<file path="config.mk">
export PLATFORM = sky130hd
export DESIGN_NAME = alu_op_sequencer
export DESIGN_NICKNAME = d
export VERILOG_FILES = /design/src/rtl/alu_op_sequencer.sv
export SDC_FILE = /design/constraint.sdc
export NUM_CORES = 1
export LEC_CHECK = 0
export BUFFER_PORTS_ARGS = -buffer_cell sky130_fd_sc_hd__buf_2
export CELL_PAD_IN_SITES_DETAIL_PLACEMENT = 0
export CELL_PAD_IN_SITES_GLOBAL_PLACEMENT = 2
export CORE_MARGIN = 3
export CORE_UTILIZATION = 30
export DETAILED_ROUTE_END_ITERATION = 10
export PLACE_DENSITY = 0.77
export SLEW_MARGIN = 20
export SYNTH_ARGS = -nofsm -noshare
export SYNTH_HDL_FRONTEND = slang
export SYNTH_SLANG_ARGS = --single-unit
</file>
<file path="constraint.sdc">
create_clock -name clock -period 2.2 [get_ports clock]
set_clock_uncertainty 0.15 [all_clocks]
set_input_delay 0.22 -clock clock [delete_from_list [all_inputs] [get_ports clock]]
set_output_delay 0.22 -clock clock [all_outputs]
set_load 0.01 [all_outputs]
</file>
<file path="src/rtl/alu_op_sequencer.sv">
`default_nettype none
// ============================================================================
// Module   : alu_op_sequencer
// Purpose  : Multi-cycle controller that runs one register-to-register ALU
//            instruction at a time over a single-port 8x16 register bank.
//            Operands are read one per cycle through rb_sel, the ALU result
//            is registered, then written back to the destination register.
// Ports    : clock / reset (active-low, async assert)
//            instr_valid, instr[15:0], instr_ready   - instruction handshake
//              instr[11:9]=f, [8:6]=rd, [5:3]=rs, [2:0]=rt, [15:12] ignored
//            done (1-cycle retire pulse), busy (state != IDLE)
//            rb_sel, rb_write, rb_wdata, rb_rdata    - register bank port
//            alu_x, alu_y, alu_f, alu_z, alu_cy, alu_cym1 - ALU port
//            flags[3:0] = {N, Z, C, V}
// Config   : ALU_SEQ_FLAGS_EN - when defined, the status-flag register is
//            built; otherwise flags is tied to 4'b0000.
// Revision : 1.0 - initial release
// ============================================================================
module alu_op_sequencer (
    input  logic        clock,
    input  logic        reset,
    input  logic        instr_valid,
    input  logic [15:0] instr,
    output logic        instr_ready,
    output logic        done,
    output logic        busy,
    output logic [2:0]  rb_sel,
    output logic        rb_write,
    output logic [15:0] rb_wdata,
    input  logic [15:0] rb_rdata,
    output logic [15:0] alu_x,
    output logic [15:0] alu_y,
    output logic [2:0]  alu_f,
    input  logic [15:0] alu_z,
    input  logic        alu_cy,
    input  logic        alu_cym1,
    output logic [3:0]  flags
);

    localparam logic [2:0] c_F_INC = 3'b001;
    localparam logic [2:0] c_F_ADD = 3'b010;
    localparam logic [2:0] c_F_OR  = 3'b100;
    localparam logic [2:0] c_F_DEC = 3'b110;
    localparam logic [2:0] c_F_NOP = 3'b111;

    typedef enum logic [2:0] {
        S_IDLE = 3'd0,
        S_RDX  = 3'd1,
        S_RDY  = 3'd2,
        S_EXEC = 3'd3,
        S_WB   = 3'd4
    } state_t;

    state_t      r_state;
    state_t      w_state_next;
    logic [11:0] r_instr;
    logic [15:0] r_x;
    logic [15:0] r_y;
    logic [15:0] r_z;

    logic [2:0]  w_f;
    logic [2:0]  w_rd;
    logic [2:0]  w_rs;
    logic [2:0]  w_rt;
    logic        w_binary;

    assign w_f      = r_instr[11:9];
    assign w_rd     = r_instr[8:6];
    assign w_rs     = r_instr[5:3];
    assign w_rt     = r_instr[2:0];
    assign w_binary = (w_f == c_F_ADD) || (w_f == c_F_OR);
    assign busy     = (r_state != S_IDLE);

    // State and datapath registers. Y is cleared in RDX so unary ops see 0;
    // binary ops overwrite it in RDY.
    always_ff @(posedge clock or negedge reset) begin
        if (!reset) begin
            r_state <= S_IDLE;
            r_instr <= '0;
            r_x     <= '0;
            r_y     <= '0;
            r_z     <= '0;
        end else begin
            r_state <= w_state_next;
            case (r_state)
                S_IDLE: if (instr_valid && instr_ready) r_instr <= instr[11:0];
                S_RDX: begin
                    r_x <= rb_rdata;
                    r_y <= '0;
                end
                S_RDY:  r_y <= rb_rdata;
                S_EXEC: r_z <= alu_z;
                default: ;
            endcase
        end
    end

    // Next-state and output decode; every output idles at 0.
    always_comb begin
        w_state_next = r_state;
        instr_ready  = 1'b0;
        done         = 1'b0;
        rb_sel       = 3'd0;
        rb_write     = 1'b0;
        rb_wdata     = 16'h0000;
        alu_x        = 16'h0000;
        alu_y        = 16'h0000;
        alu_f        = 3'd0;
        case (r_state)
            S_IDLE: begin
                // Gated by reset so ready drops the moment reset asserts.
                instr_ready = reset;
                if (instr_valid && reset) w_state_next = S_RDX;
            end
            S_RDX: begin
                rb_sel       = w_rs;
                w_state_next = w_binary ? S_RDY : S_EXEC;
            end
            S_RDY: begin
                rb_sel       = w_rt;
                w_state_next = S_EXEC;
            end
            S_EXEC: begin
                alu_x        = r_x;
                alu_y        = r_y;
                alu_f        = w_f;
                w_state_next = S_WB;
            end
            S_WB: begin
                rb_sel       = w_rd;
                rb_wdata     = r_z;
                rb_write     = (w_f != c_F_NOP);
                done         = 1'b1;
                w_state_next = S_IDLE;
            end
            default: w_state_next = S_IDLE;
        endcase
    end

`ifdef ALU_SEQ_FLAGS_EN
    logic [3:0] r_flags;
    logic       w_arith;
    logic       w_unused_instr;

    // Only the adder-type functions produce a meaningful carry/overflow.
    assign w_arith = (w_f == c_F_INC) || (w_f == c_F_ADD) || (w_f == c_F_DEC);

    always_ff @(posedge clock or negedge reset) begin
        if (!reset) begin
            r_flags <= 4'b0000;
        end else if ((r_state == S_EXEC) && (w_f != c_F_NOP)) begin
            r_flags[3] <= alu_z[15];
            r_flags[2] <= (alu_z == 16'h0000);
            if (w_arith) begin
                r_flags[1] <= alu_cy;
                r_flags[0] <= alu_cy ^ alu_cym1;
            end
        end
    end

    assign flags          = r_flags;
    assign w_unused_instr = &{1'b0, instr[15:12]};
`else
    logic w_unused_instr;

    assign flags          = 4'b0000;
    assign w_unused_instr = &{1'b0, instr[15:12], alu_cy, alu_cym1};
`endif

endmodule
`default_nettype wire

</file>
==> results of run 1 <==
## cell usage after synthesis, types with 2 or more instances
| cell type | number | area [um^2] |
|---|---|---|
| buf_4 | 5 | 37.54 |
| buf_2 | 4 | 20.02 |
| o21ai_0 | 2 | 10.01 |
| nand2_1 | 5 | 18.77 |
| buf_6 | 4 | 45.04 |
| a22o_1 | 16 | 140.1 |
| mux2_4 | 9 | 135.1 |
| and2_1 | 2 | 12.51 |
| clkbuf_1 | 10 | 37.54 |
| and3_1 | 51 | 319.1 |
| mux2_1 | 21 | 236.5 |
| a22oi_1 | 3 | 22.52 |
| dfrtp_1 | 63 | 1577 |
| inv_1 | 3 | 11.26 |
| mux2_2 | 14 | 157.7 |
## path summary, 6_finish.rpt
check / end / slack (ns) / cells after the start
worst max-delay path: rb_sel[0] / 0.11 / 5
worst min-delay path: r_instr[11] / 0.32 / 3
worst max register to register: r_x[3] / 0.38 / 3
worst min register to register: r_z[5] / 0.33 / 1
max in group asynchronous: r_state[2] / 0.66 / 4
min in group clock: r_z[5] / 0.33 / 1
## cells by family after synthesis
| family | Yosys count | synth area share (%) |
|---|---|---|
| compound gates | 25 | 6.923 |
| mux | 44 | 18.30 |
| flops | 63 | 54.52 |
| other cells | 1 | 0.1297 |
| buf+inv | 26 | 5.236 |
| simple gates | 66 | 14.58 |
| xor+xnor | 1 | 0.3030 |
## power by group through the flow
stage | registers [mW] | logic, mW | clock network [mW]
after floorplan | 1.93 | 1.66 | 0
after global placement | 2.01 | 2.31 | 0
after detailed placement | 2.03 | 2.34 | 0
after CTS | 2.02 | 2.41 | 1.09
after global routing | 2.10 | 2.60 | 1.14
final | 2.03 | 2.37 | 1.04
## metrics by stage
stage	std cells	setup slack, ns	util (%)	power, mW
4_1_cts	515	0.02317	45.66	5.516
2_1_floorplan	229	0.5202	-	3.584
3_5_place_dp	453	0.3163	38.44	4.371
6_report	515	0.1142	45.70	5.437
3_3_place_gp	453	0.2978	38.44	4.321
5_1_grt	515	0.004726	45.70	5.841
## worst reg2reg max path, delay by kind of cell, from the launching register on
kind | cells | cell delay, ns
flops | 1 | 0.48
simple gates | 1 | 0.39
mux | 1 | 0.36
buf+inv | 1 | 0.31
## per-layer routing
metal | track usage (%) | vias up | wire (um)
li1 | - | 1111 | -
met1 | 19.17 | 1128 | 3563
met2 | 20.75 | 80 | 3308
met3 | 4.780 | 6 | 444
met4 | 3.989 | 0 | 59
met5 | 0 | - | 0
## flip-flops by register name, indices dropped and copies added, names as in the netlist
name / count
r_x: 16
r_y: 16
r_state: 3
r_z: 16
r_instr: 12
## layout make-up
class	count	area share [%]
sequential	63	37.22
multi-input combinational	140	27.90
timing repair buffer	164	25.89
clock buffer	13	3.981
tap	129	3.804
clock inverter	3	0.9437
inverter	3	0.2654
## repair_timing
action	4_1_cts	5_1_grt
hold buffers	46	0
setup endpoints to repair	2	2
resized for setup	1	2
hold endpoints to repair	77	0
pin swaps	0	0
==> results.md, run 1 <==
- Status: completed
- Delay-heaviest family, CP: flip-flops
- Diode count: 0
- Setup TNS: 0 ns
- Post-route DRC violation count: 0
- Commonest non-fill, non-tap cell in the layout: buf_2
- Ys async rst share: 100.0%
- Initial antenna violation count: 0
- Via/cell ratio: 4.515
- Hpwl dp: 4982 um
- Synth unique cells: 29
- Layout cells sized above 1: a little over two fifths
- Final wirelength: 7375 um
- Final GP Congestion: just over 0.7
- Ys Warns: 0
- Endpoints failing hold: 0
- Critical path launch point: r_state[2]
- Worst stage delay on the critical path: ~0.45 ns
- Seq/Total Area, Yosys: 54.52%
- # rows: 35
- Combinational share of power: 43.6%
- Final Slew Violations: 0
- Fin nets: 434
- CTS tree: yes
- Worst-path maximum fanout: 15
- Clock power share: 19.1%
- Multi-input gate area: roughly 1200 um^2
- IR Drop Worst-Case VDD: between 0.5 and 0.6 mV
- FF-to-FF Start: r_state[1]
- Leakage: 2.284 nW
- Fin crit period: between 2 and 2.5 ns
- Largest net degree at the start of global routing: 48
- Worst slew pin tran: just over 0.6 ns
- Number of post-CTS setup repair buffers: 0
- Crit Path Category: register to output pin
- Power density over the cells: 1281 nW/um^2
- Clock Pin Slew Worst Setup and Hold Paths: 0.07 ns
- Via count: 2325
- Data arrival, critical path: 1.72 ns
- Final ANT Viol Nets: 0
- Register Area: about 1600 um^2
- First-pass detailed-route iteration total: 4
- CP required: 1.83 ns
- Clock sinks: 63
- Most frequent cells in the layout: buf_2, dfrtp_1, and3_1, dlygate4sd3_1, mux2_1
- Worst-path cell chain: buf_4 -> nor2b_2 -> a22oi_1 -> o21ai_0 -> buf_2
- RSZ-0062 raised after global routing: no
- Area growth from synthesis to layout: 46.73%
- Slowest stage cell, crit path: dfrtp_2
- Overall routing resource usage: 13.91%
- Worst relative slew slack: around 59%
- Synth Flop Type: dfrtp_1
- Post-route cell area: 4243 um^2
- First-pass GRT wire length: roughly 12000 um
- CP bufs+invs: 2
- Area after DPL: 3568 um^2
- Worst Setup Start Kind: register
- Mean routed wirelength per cell: approximately 14 um
- Cell-internal power: 3.562 mW
- Hold Slack: 0.3187 ns
- Core area: a little over 9000 um^2
- Die X: 104.2 um
- Max Fclk: 0.4794 GHz
- Clk Latency, worst-skew pair: around 0.33 ns
- Root buf cell: clkbuf_8
- Post-synth EDFFs: 0
- #FFs+latches synth: 63
- Crit end category: output pin
- Port bufs: between 100 and 150
- Worst min path class: primary input to asynchronous set/reset pin
- Initial core utilization: 31.15%
- Max_cap viols: 0
- I/O pins: roughly 120
- Net Sw Power: 1.875 mW
- Vias in the first global route: 2342
- H-tree depth: 3
- Clock tree buffer depth: 2
- Crit share post-route: 94.81%
- Fillers: 895
- DRT iter0 DRCs: between 90 and 100
- Mapped Cells: 226
- Share of power burned in registers: 37.3%
- Die area: 10850 um^2
- Die Ht: 104.2 um
- TritonCTS Buffers: 9
- Cell Area, Synth: approximately 2900 um^2
- Syn avg cell area: 12.79 um^2
- Setup violators final: 0
- Sw Share: approximately a third
- Grt total ovfl: 0
Note: power is estimated with default switching activity, not from simulation.
==> inputs of run 2 (changes only) <==
Settings changed: ABC_AREA set to 1, CORE_UTILIZATION 30 to 27, PLACE_DENSITY 0.77 to unset, PLACE_DENSITY_LB_ADDON set to 0.1.
Clock period 2.2 ns to 2.05 ns, I/O delays scaled along.
==> run 2 against run 1 <==
Effect of this change:
- flip-flop and latch count unchanged
- sequential share of layout area grew 0.73 points
- global-route usage down 0.65 points
- setup slack improved by 0.020 ns
- wire length is 3.9% higher
- worst hold slack worse by 0.30 ns
- cell count rose by 24%
- cell area decreased by 1.9%
- synthesized cell count rose by 57%
- non-clock buffer count decreased by 12
- critical path type unchanged
- synthesized area grew 1.4%
- clock power decreased by 12%
==> results.md, run 2 <==
- I/O pins: 115 (unchanged)
- Largest net degree at the start of global routing: 58 (+21%)
- Syn avg cell area: 8.285 um^2 (-35%)
- Hold path cells: 3
- Setup TNS: 0 ns (unchanged)
- Area leader, netlist: dfrtp_1
- Most frequent cells in the layout: buf_2, inv_1, nand2_1, dfrtp_1, nor2_1
- Worst hold endpoint: r_x[10]
- Fillers: 1166 (+30%)
- Area after DPL: 3561 um^2 (-0.21%)
- Die Ht: 110.2 um (+5.8%)
- Final GP Congestion: 0.7008 (-3.5%)
- Commonest non-fill, non-tap cell in the layout: buf_2
- IR Drop Worst-Case VDD: 0.4259 mV (-17%)
- Data arrival, critical path: 1.56 ns (-0.16 ns)
- Worst relative slew slack: 50.07% (-8.9 points)
- Area growth from synthesis to layout: 41.89%
- TritonCTS Buffers: 9 (unchanged)
- Core area: 10460 um^2 (+13%)
- Port bufs: 104 (unchanged)
- Max Fclk: approximately 0.52 GHz
- Crit Path Category: register to output pin
- Synth unique cells: 24 (-17%)
- Crit end category: output pin
- # rows: 37 (+5.7%)
- Clock Pin Slew Worst Setup and Hold Paths: 0.07 ns (about the same)
- Die X: 110.2 um (+5.8%)
- Via/cell ratio: 4.108 (-9.0%)
- Fin nets: 554 (+28%)
- Worst min path class: primary input to register
- Largest registers: r_x x16, r_y x16, r_z x16
- Initial antenna violation count: 0 (unchanged)
- Delay-heaviest family, CP: simple AND/OR/NAND/NOR gates
- CP required: 1.69 ns (-0.14 ns)
- Clk Latency, worst-skew pair: 0.33 ns (about the same)
- Layout cells sized above 1: 29.11% (-13 points)
- Multi-input gate area: 980.9 um^2 (-17%)
- Post-route DRC violation count: 0 (unchanged)
- Cell Area, Synth: 2933 um^2 (+1.4%)
- Endpoints failing hold: 0 (unchanged)
- Hold Startpoint: rb_rdata[10]
- Setup violators final: 0 (unchanged)
- Worst r2r dst: r_z[1]
- Die area: 12150 um^2 (+12%)
- Ys Warns: 0 (unchanged)
- Top cells by count, synth: inv_1, nand2_1, dfrtp_1, nor2_1, o21ai_0
- H-tree depth: 3 (unchanged)
- RSZ-0062 raised after global routing: no
- First-pass GRT wire length: 12530 um (+3.4%)
- CP most frequent cell: nor2_4
- FF-to-FF Start: r_state[2]
- Grt total ovfl: 0 (unchanged)
- Ys async rst share: 100.0% (unchanged)
- Post-synth EDFFs: 0 (unchanged)
- Worst slew pin tran: 0.7490 ns (+0.1342 ns)
- Tot Pwr: 5.275 mW (-3.0%)
- Mean routed wirelength per cell: 11.95 um (-17%)
- Overall routing resource usage: 13.26% (-0.65 points)
- Power density over the cells: 1267 nW/um^2 (-1.1%)
- Final ANT Viol Nets: 0 (unchanged)
- Crit share post-route: 93.45%
- Synth top area share: 53.75% (-0.77 points)
- Max_cap viols: 0 (unchanged)
- Fin crit period: 1.916 ns
- Worst Setup Start Kind: register
- Final Slew Violations: 0 (unchanged)
- Slowest stage cell, crit path: dfrtp_2
- Via count: 2633 (+13%)
- Vias in the first global route: 2604 (+11%)
- Register Area: 1579 um^2 (unchanged)
- Area contributors post-synth: dfrtp_1, inv_1, nand2_1, nor2_1, o22ai_2
- CTS tree: yes
- FF-to-FF path depth: 5 (+2)
- Leakage: 2.305 nW (+0.95%)
- Post-route cell area: 4161 um^2 (-1.9%)
- Seq/Total Area, Yosys: 53.75% (-0.77 points)
- Worst reg-to-reg setup slack: 0.35 ns (-0.03 ns)
- Clock sinks: 63 (unchanged)
- First-pass detailed-route iteration total: 4 (unchanged)
- Diode count: 0 (unchanged)
- #FFs+latches synth: 63 (unchanged)
- Util after Layout: 39.78% (-5.9 points)
- Final wirelength: 7663 um (+3.9%)
- Status: completed
- Hpwl dp: 5161 um (+3.6%)
- Root buf cell: clkbuf_8
- Worst-path maximum fanout: 13 (-2)
- Worst-path cell chain: nor2_4 -> nand2_2 -> nor2_4 -> buf_2
- Synth Flop Type: dfrtp_1
- DRT iter0 DRCs: 85 (-7.6%)
- Initial core utilization: 28.03% (-3.1 points)
- Mapped Cells: 354 (+57%)
- Worst stage delay on the critical path: 0.46 ns (about the same)
- Clock tree buffer depth: 2 (unchanged)
- CP bufs+invs: 1 (-1)
[run 2: cell count changes after synthesis, moves of 21 or more]
| cell | previous run | this run |
|---|---|---|
| mux2_1 | 21 | 0 |
| inv_1 | 3 | 71 |
| nor2_1 | 1 | 51 |
| and3_1 | 51 | 0 |
| nand2_1 | 5 | 71 |
[run 2: timing repair]
item,4_1_cts,5_1_grt
pin swaps,0,1
endpoints found under the hold margin,52,0
setup buffers,1,0
endpoints found under the setup margin,15,3
resized for setup,3,3
hold buffers,41,0
[run 2: metal layers]
| layer | wire length, um | share of wire [%] | global-route usage (%) | up-vias |
|---|---|---|---|---|
| met5 | 0 | 0 | 0 | - |
| met4 | 68 | 0.89 | 3.166 | 0 |
| met3 | 557 | 7.3 | 4.252 | 6 |
| met2 | 3483 | 45 | 21.71 | 81 |
| met1 | 3553 | 46 | 17.06 | 1192 |
| li1 | - | - | - | 1354 |
[run 2: cell families after synthesis]
group | count (synthesis) | share of synthesized area [%]
compound gates | 50 | 11.18
buf+inv | 93 | 13.52
flops | 63 | 53.75
other cells | 1 | 0.1279
simple gates | 147 | 21.42
[run 2: worst max-delay path by stage]
stage	slack, ns	end	depth (start not counted)	from
after floorplan	0.59	rb_wdata[10]	4	r_state[0]
after global placement	0.33	rb_wdata[1]	5	r_state[1]
after detailed placement	0.32	alu_y[15]	5	r_state[2]
after CTS	0.03	instr_ready	5	reset
after global routing	0.02	rb_sel[0]	6	r_state[0]
final	0.13	instr_ready	4	r_state[0]
[run 2: final cells by class]
class                   count  area share, %
well taps                 136          4.089
flip-flops and latches     63          37.94
multi-input cells         201          23.57
clock inverters             4         0.5412
inverters                  74          6.675
repair buffers            152          23.78
clock buffers              11          3.397
[run 2: power breakdown]
part	internal [mW]	switching [mW]
sequential	1.81	0.261
combinational	0.863	1.42
clock	0.459	0.460
total	3.13	2.14
[run 2: per-stage QoR]
stage,setup WS [ns],std cells,hold slack (ns)
after floorplan,0.5860,357,-0.2406
after global placement,0.3255,584,-0.05124
after detailed placement,0.3178,584,-0.04764
after CTS,0.02573,641,0.005597
after global routing,0.02093,641,0.01425
final,0.1343,641,0.01934
[run 2: worst reg2reg max path: stages, from the launching register on]
cell,delay [ns]
dfrtp_1,0.41
inv_2,0.17
nand3_4,0.10
buf_4,0.20
inv_2,0.39
o21ai_0,0.15
